$ cat config.mk
export PLATFORM = sky130hd
export DESIGN_NAME = cpu_mu0_param
export DESIGN_NICKNAME = d
export VERILOG_FILES = /design/src/rtl/cpu_mu0_param.sv
export SDC_FILE = /design/constraint.sdc
export NUM_CORES = 1
export LEC_CHECK = 0
export BUFFER_PORTS_ARGS = -buffer_cell sky130_fd_sc_hd__buf_2
export CORE_MARGIN = 5
export CORE_UTILIZATION = 50
export CTS_CLUSTER_SIZE = 10
export DETAILED_ROUTE_END_ITERATION = 8
export PLACE_DENSITY = 0.77
export REMOVE_ABC_BUFFERS = 1
export SKIP_LAST_GASP = 1
export SLEW_MARGIN = 20
export SYNTH_ARGS = -nofsm -noshare
export SYNTH_HDL_FRONTEND = slang
export SYNTH_SLANG_ARGS = --single-unit
$ cat constraint.sdc
create_clock -name clk -period 3.2 [get_ports clk]
set_input_delay 0.16 -clock clk [delete_from_list [all_inputs] [get_ports clk]]
set_output_delay 0.16 -clock clk [all_outputs]
set_load 0.03 [all_outputs]
$ cat src/rtl/cpu_mu0_param.sv
// cpu_mu0_param: parametrised MU0 accumulator CPU.
//   DATA_WIDTH-bit accumulator and words, 4-bit opcode in the top nibble,
//   DATA_WIDTH-4 bit operand/address. Memory reads have a fixed latency of
//   READ_LATENCY cycles from the read strobe to the readdata sample cycle.
//   All bus outputs (address/read/write) are registered.
// Optional feature: define CPU_MU0_PERF_COUNT_EN to add the saturating
//   cycle_count and instr_count outputs.
module cpu_mu0_param #(
  parameter int                    DATA_WIDTH   = 16,
  parameter int                    READ_LATENCY = 1,
  parameter logic [DATA_WIDTH-5:0] RESET_PC     = '0
) (
  input  logic                  clk,
  input  logic                  rst,
  output logic                  running,
  output logic                  fault,
  output logic [DATA_WIDTH-5:0] address,
  output logic                  write,
  output logic                  read,
  output logic [DATA_WIDTH-1:0] writedata,
  input  logic [DATA_WIDTH-1:0] readdata,
  output logic                  out_valid,
  output logic [DATA_WIDTH-1:0] out_data
`ifdef CPU_MU0_PERF_COUNT_EN
  ,
  output logic [31:0]           cycle_count,
  output logic [31:0]           instr_count
`endif
);

  localparam int ADDR_WIDTH = DATA_WIDTH - 4;
  // Wait counter runs 0 .. READ_LATENCY-1 inside each *_WAIT state.
  localparam int                WAIT_W    = $clog2(READ_LATENCY + 1);
  localparam logic [WAIT_W-1:0] WAIT_LAST = WAIT_W'(READ_LATENCY - 1);

  localparam logic [3:0] OP_LDA = 4'd0;
  localparam logic [3:0] OP_STO = 4'd1;
  localparam logic [3:0] OP_ADD = 4'd2;
  localparam logic [3:0] OP_SUB = 4'd3;
  localparam logic [3:0] OP_JMP = 4'd4;
  localparam logic [3:0] OP_JGE = 4'd5;
  localparam logic [3:0] OP_JNE = 4'd6;
  localparam logic [3:0] OP_STP = 4'd7;
  localparam logic [3:0] OP_OUT = 4'd8;

  typedef enum logic [2:0] {
    FETCH_ADDR,
    FETCH_WAIT,
    EXEC_ADDR,
    EXEC_WAIT,
    EXEC,
    HALTED
  } state_t;

  // Power-up values: the core sits idle in HALTED until the first reset.
  state_t                  state_q     = HALTED;
  logic                    running_q   = 1'b0;
  logic                    fault_q     = 1'b0;
  logic                    out_valid_q = 1'b0;
  logic                    read_q      = 1'b0;
  logic                    write_q     = 1'b0;
  logic [ADDR_WIDTH-1:0]   pc_q;
  logic [ADDR_WIDTH-1:0]   address_q;
  logic [DATA_WIDTH-1:0]   acc_q;
  logic [DATA_WIDTH-1:0]   instr_q;
  logic [DATA_WIDTH-1:0]   out_data_q;
  logic [WAIT_W-1:0]       wait_q;

  // Decode / datapath helpers.
  logic                    wait_last;
  logic [3:0]              fetch_op;
  logic [ADDR_WIDTH-1:0]   fetch_opnd;
  logic                    fetch_is_mem;
  logic [3:0]              exec_op;
  logic [ADDR_WIDTH-1:0]   exec_opnd;
  logic                    exec_illegal;
  logic                    take_jump;
  logic [ADDR_WIDTH-1:0]   pc_inc;
  logic [ADDR_WIDTH-1:0]   pc_d;
  logic [DATA_WIDTH-1:0]   acc_d;

  // Instruction decode: fetch-side decode looks at readdata directly so the
  // next state can be chosen in the same cycle the instruction arrives.
  always_comb begin
    wait_last    = (wait_q == WAIT_LAST);
    fetch_op     = readdata[DATA_WIDTH-1 -: 4];
    fetch_opnd   = readdata[ADDR_WIDTH-1:0];
    fetch_is_mem = (fetch_op == OP_LDA) || (fetch_op == OP_ADD) || (fetch_op == OP_SUB);
    exec_op      = instr_q[DATA_WIDTH-1 -: 4];
    exec_opnd    = instr_q[ADDR_WIDTH-1:0];
    exec_illegal = (exec_op > OP_OUT);
    pc_inc       = pc_q + 1'b1;
  end

  // Branch resolution and accumulator ALU (modulo 2^DATA_WIDTH, no flags).
  always_comb begin
    take_jump = 1'b0;
    acc_d     = acc_q;
    case (exec_op)
      OP_JMP:  take_jump = 1'b1;
      OP_JGE:  take_jump = ~acc_q[DATA_WIDTH-1];
      OP_JNE:  take_jump = (acc_q != '0);
      OP_LDA:  acc_d     = readdata;
      OP_ADD:  acc_d     = acc_q + readdata;
      OP_SUB:  acc_d     = acc_q - readdata;
      default: begin
        take_jump = 1'b0;
        acc_d     = acc_q;
      end
    endcase
    pc_d = take_jump ? exec_opnd : pc_inc;
  end

  // Control FSM: sequences fetch/execute; bus strobes are set on entry to the
  // state in which they must be visible, so every output comes from a flop.
  always_ff @(posedge clk) begin
    read_q      <= 1'b0;
    write_q     <= 1'b0;
    out_valid_q <= 1'b0;
    if (rst) begin
      state_q    <= FETCH_ADDR;
      pc_q       <= RESET_PC;
      acc_q      <= '0;
      instr_q    <= '0;
      wait_q     <= '0;
      running_q  <= 1'b1;
      fault_q    <= 1'b0;
      out_data_q <= '0;
      address_q  <= RESET_PC;
      read_q     <= 1'b1;
    end else begin
      case (state_q)
        FETCH_ADDR: begin
          state_q <= FETCH_WAIT;
          wait_q  <= '0;
        end
        FETCH_WAIT: begin
          if (wait_last) begin
            instr_q <= readdata;
            wait_q  <= '0;
            if (fetch_is_mem) begin
              state_q   <= EXEC_ADDR;
              address_q <= fetch_opnd;
              read_q    <= 1'b1;
            end else begin
              state_q <= EXEC;
              if (fetch_op == OP_STO) begin
                address_q <= fetch_opnd;
                write_q   <= 1'b1;
              end
            end
          end else begin
            wait_q <= wait_q + 1'b1;
          end
        end
        EXEC_ADDR: begin
          state_q <= EXEC_WAIT;
          wait_q  <= '0;
        end
        EXEC_WAIT: begin
          if (wait_last) begin
            acc_q     <= acc_d;
            pc_q      <= pc_inc;
            address_q <= pc_inc;
            read_q    <= 1'b1;
            wait_q    <= '0;
            state_q   <= FETCH_ADDR;
          end else begin
            wait_q <= wait_q + 1'b1;
          end
        end
        EXEC: begin
          if (exec_illegal) begin
            state_q   <= HALTED;
            running_q <= 1'b0;
            fault_q   <= 1'b1;
          end else if (exec_op == OP_STP) begin
            state_q   <= HALTED;
            running_q <= 1'b0;
          end else begin
            pc_q      <= pc_d;
            address_q <= pc_d;
            read_q    <= 1'b1;
            state_q   <= FETCH_ADDR;
            if (exec_op == OP_OUT) begin
              out_valid_q <= 1'b1;
              out_data_q  <= acc_q;
            end
          end
        end
        HALTED: begin
          state_q <= HALTED;
        end
        default: begin
          state_q   <= HALTED;
          running_q <= 1'b0;
        end
      endcase
    end
  end

  assign running   = running_q;
  assign fault     = fault_q;
  assign address   = address_q;
  assign read      = read_q;
  assign write     = write_q;
  assign writedata = acc_q;
  assign out_valid = out_valid_q;
  assign out_data  = out_data_q;

`ifdef CPU_MU0_PERF_COUNT_EN
  logic        instr_done;
  logic [31:0] cycle_count_q;
  logic [31:0] instr_count_q;

  // An instruction completes on the last cycle of a memory operand read or
  // on its single EXEC cycle (STP included, illegal opcodes excluded).
  always_comb begin
    instr_done = ((state_q == EXEC_WAIT) && wait_last) ||
                 ((state_q == EXEC) && !exec_illegal);
  end

  // Saturating performance counters.
  always_ff @(posedge clk) begin
    if (rst) begin
      cycle_count_q <= '0;
      instr_count_q <= '0;
    end else begin
      if ((state_q != HALTED) && (cycle_count_q != 32'hFFFF_FFFF))
        cycle_count_q <= cycle_count_q + 32'd1;
      if (instr_done && (instr_count_q != 32'hFFFF_FFFF))
        instr_count_q <= instr_count_q + 32'd1;
    end
  end

  assign cycle_count = cycle_count_q;
  assign instr_count = instr_count_q;
`endif

endmodule
==> qor.yml <==
p_sw_frac: 0.325
p_switching_uw: 705
drt_iter0_drc: 403
instances_no_fill: 791
dieArea_sq_um: 11700
synth_top_area_share: 0.334
vias: 4685
crit_arrival_ns: 3.23
grt_usage: 0.239
rr_worst_depth: 10
synth_edf_count: 0
antenna_cells: 0
setup_slack_ns: 0.192
synthSimpleGateAreaFrac: 0.233
drt-total-wl_microns: 13700
first_pass_iters: 6
clk_latency_ns: 0.36
synthAdderAreaFrac: 0.0485
initial_utilization: 0.517
htree_levels: 3
dpl.cell_count: 776
yosysMostFrequentCell: "nand2_1"
yosys_warnings: 0
whs_path_depth: 3
dp_hpwl_microns: 9640
synth_xor_xnor_area_share: 0.0693
crit_fanout: 8
rsz0062_at_grt: "yes"
grt_pass1_vias: 4358
period_needed_ns: 3.01
antenna_left: 0
critPathLaunchType: "register"
final_max_slew_viol_count: 0
gp_congestion: 0.875
finalSetupViolCount: 0
cts-root-buf: "clkbuf_8"
internal_power_uw: 1460
whs_endpoint: "instr_q[12]"
cts.sinks: 80
period_share: 0.940
num_rows: 35
rrSetupSlack_ns: 0.19
p_total_uw: 2170
synth_area_sq_um: 4800
ys_top_cells_by_count: "nand2_1, dfxtp_1, a21oi_1, nor2_1, clkbuf_1"
seq_power_share: 0.495
status: "completed"
whs_ns: 0.111
synth_flop_cell: "dfxtp_1"
cts_buffer_depth: 2
synthDistinctLibCells: 66
synth_area_per_cell_sq_um: 7.87
required_ns: 3.42
synth_compound_area_frac: 0.243
die_x_microns: 108
reg2reg_to: "writedata[14]"
port_buffers: 66
setup_tns_ns: 0
route.detailed.wl_per_inst_microns: 17.3
worstMarginPinSlew_ns: 1.15
cts_inserted_buffers: 9
area_growth_pct: 11.5
synth_top_family_by_area: "compound AO/OA/AOI/OAI gates"
fmax_mhz: 332
clock_skew_ns: 0.0169
ys_top_cells_by_area: "dfxtp_1, nand2_1, a21oi_1"
min_path_type: "in -> reg"
ys_ff_latch: 80
overflow: 0
p_comb_frac: 0.201
grt_max_degree: 39
yosys.area.top_type: "dfxtp_1"
pin_count: 67
core_area_sq_um: 9280
p_clk_frac: 0.303
worst_setup_path_end_kind: "register"
min_from: "readdata[12]"
power_density_nw_per_um2: 405
async_flop_share: 0
slew_headroom: 0.228
grt_pass1_wl_microns: 22300
place_ws_ns: 0.0859
path_clk_slew_ns: 0.08
r2r_start: "instr_q[14]"
crit_type: "reg -> reg"
hold_viol: 0
ys_seq_area_frac: 0.334
vdd_ir_drop_max_mv: 0.253
leakagePower_uw: 0.00220
netlist_instances: 610
fin_nets: 694
hold_buffers: 0
dieHeight_microns: 108
antenna_found_initial: 0
drc: 0
cts_tree: "built"
synth_mux_area_frac: 0.0193
drive_above_1_share: 0.178
vias_per_cell: 5.92
drv_cap: 0
[layout make-up]
cell class                 instances  area (sq um)
tap                              129           161
fill                             870          3930
inverter                          10          37.5
clock inverter                     5          33.8
timing repair buffer              79           428
sequential                        80          1600
clock buffer                      10           128
multi-input combinational        478          2960
[cell families after synthesis]
family | count (synthesis)
simple gates | 240
fa+ha+maj | 18
xor+xnor | 38
flops | 80
compound gates | 173
mux | 9
buf+inv | 52
[worst max-delay path, stage by stage, from the launching register on]
cell and delay (ns):
dfxtp_1 0.40, nor3b_4 0.31, nand2_2 0.19, mux2i_1 0.21, fa_1 0.45, a21o_1 0.21, a311o_1 0.39, and2_1 0.21
a31oi_1 0.25, xor2_1 0.17, o22ai_1 0.09
[registers in the layout, indices dropped and copies added, names as in the netlist, 3 cells and up]
name and count:
writedata 16, out_data 16, state_q 3, instr_q 16, address 12, pc_q 12
[power by group through the flow]
stage / Sequential (uW) / Clock, uW / Combinational [uW]
finish: 1070 / 657 / 437
global route: 1080 / 723 / 480
CTS: 1070 / 673 / 432
detailed placement: 1100 / 0 / 430
global placement: 1090 / 0 / 424
floorplan: 1140 / 0 / 236
[how the worst max path moves through the flow]
stage	cells after the start	to	from	slack (ns)
final	10	writedata[14]	instr_q[14]	0.19
after global routing	13	writedata[14]	instr_q[14]	-0.008
after CTS	13	writedata[14]	instr_q[14]	0.06
after detailed placement	13	writedata[14]	instr_q[14]	0.09
after global placement	13	writedata[14]	instr_q[14]	0.19
after floorplan	11	writedata[9]	instr_q[13]	-0.08
[layout by cell type, fill, tap and decap left out, types with 10 or more instances in the layout]
cell        n
nand2_1   114
dfxtp_1    80
a21oi_1    68
buf_2      66
nor2_1     47
xnor2_1    26
o21ai_0    21
ha_1       17
buf_4      13
xor2_1     12
nand3_1    12
inv_1      10
a311oi_1   10
[per-stage QoR]
stage               area (sq um)   util
global route                5350  0.577
floorplan                   4580      -
finish                      5350  0.577
CTS                         5330  0.574
detailed placement          5170  0.557
global placement            5170  0.557
[what timing repair did]
item                       4_1_cts  5_1_grt
setup buffers                    0        0
setup endpoints to repair        0        7
resized for setup                0        6
[layer usage]
layer	part of all wire	track usage	vias up
li1	-	-	2271
met2	0.45	0.369	196
met3	0.075	0.0472	35
met4	0.028	0.0803	0
met5	0	0	-
met1	0.45	0.334	2183
(Power assumes the default switching activity.)
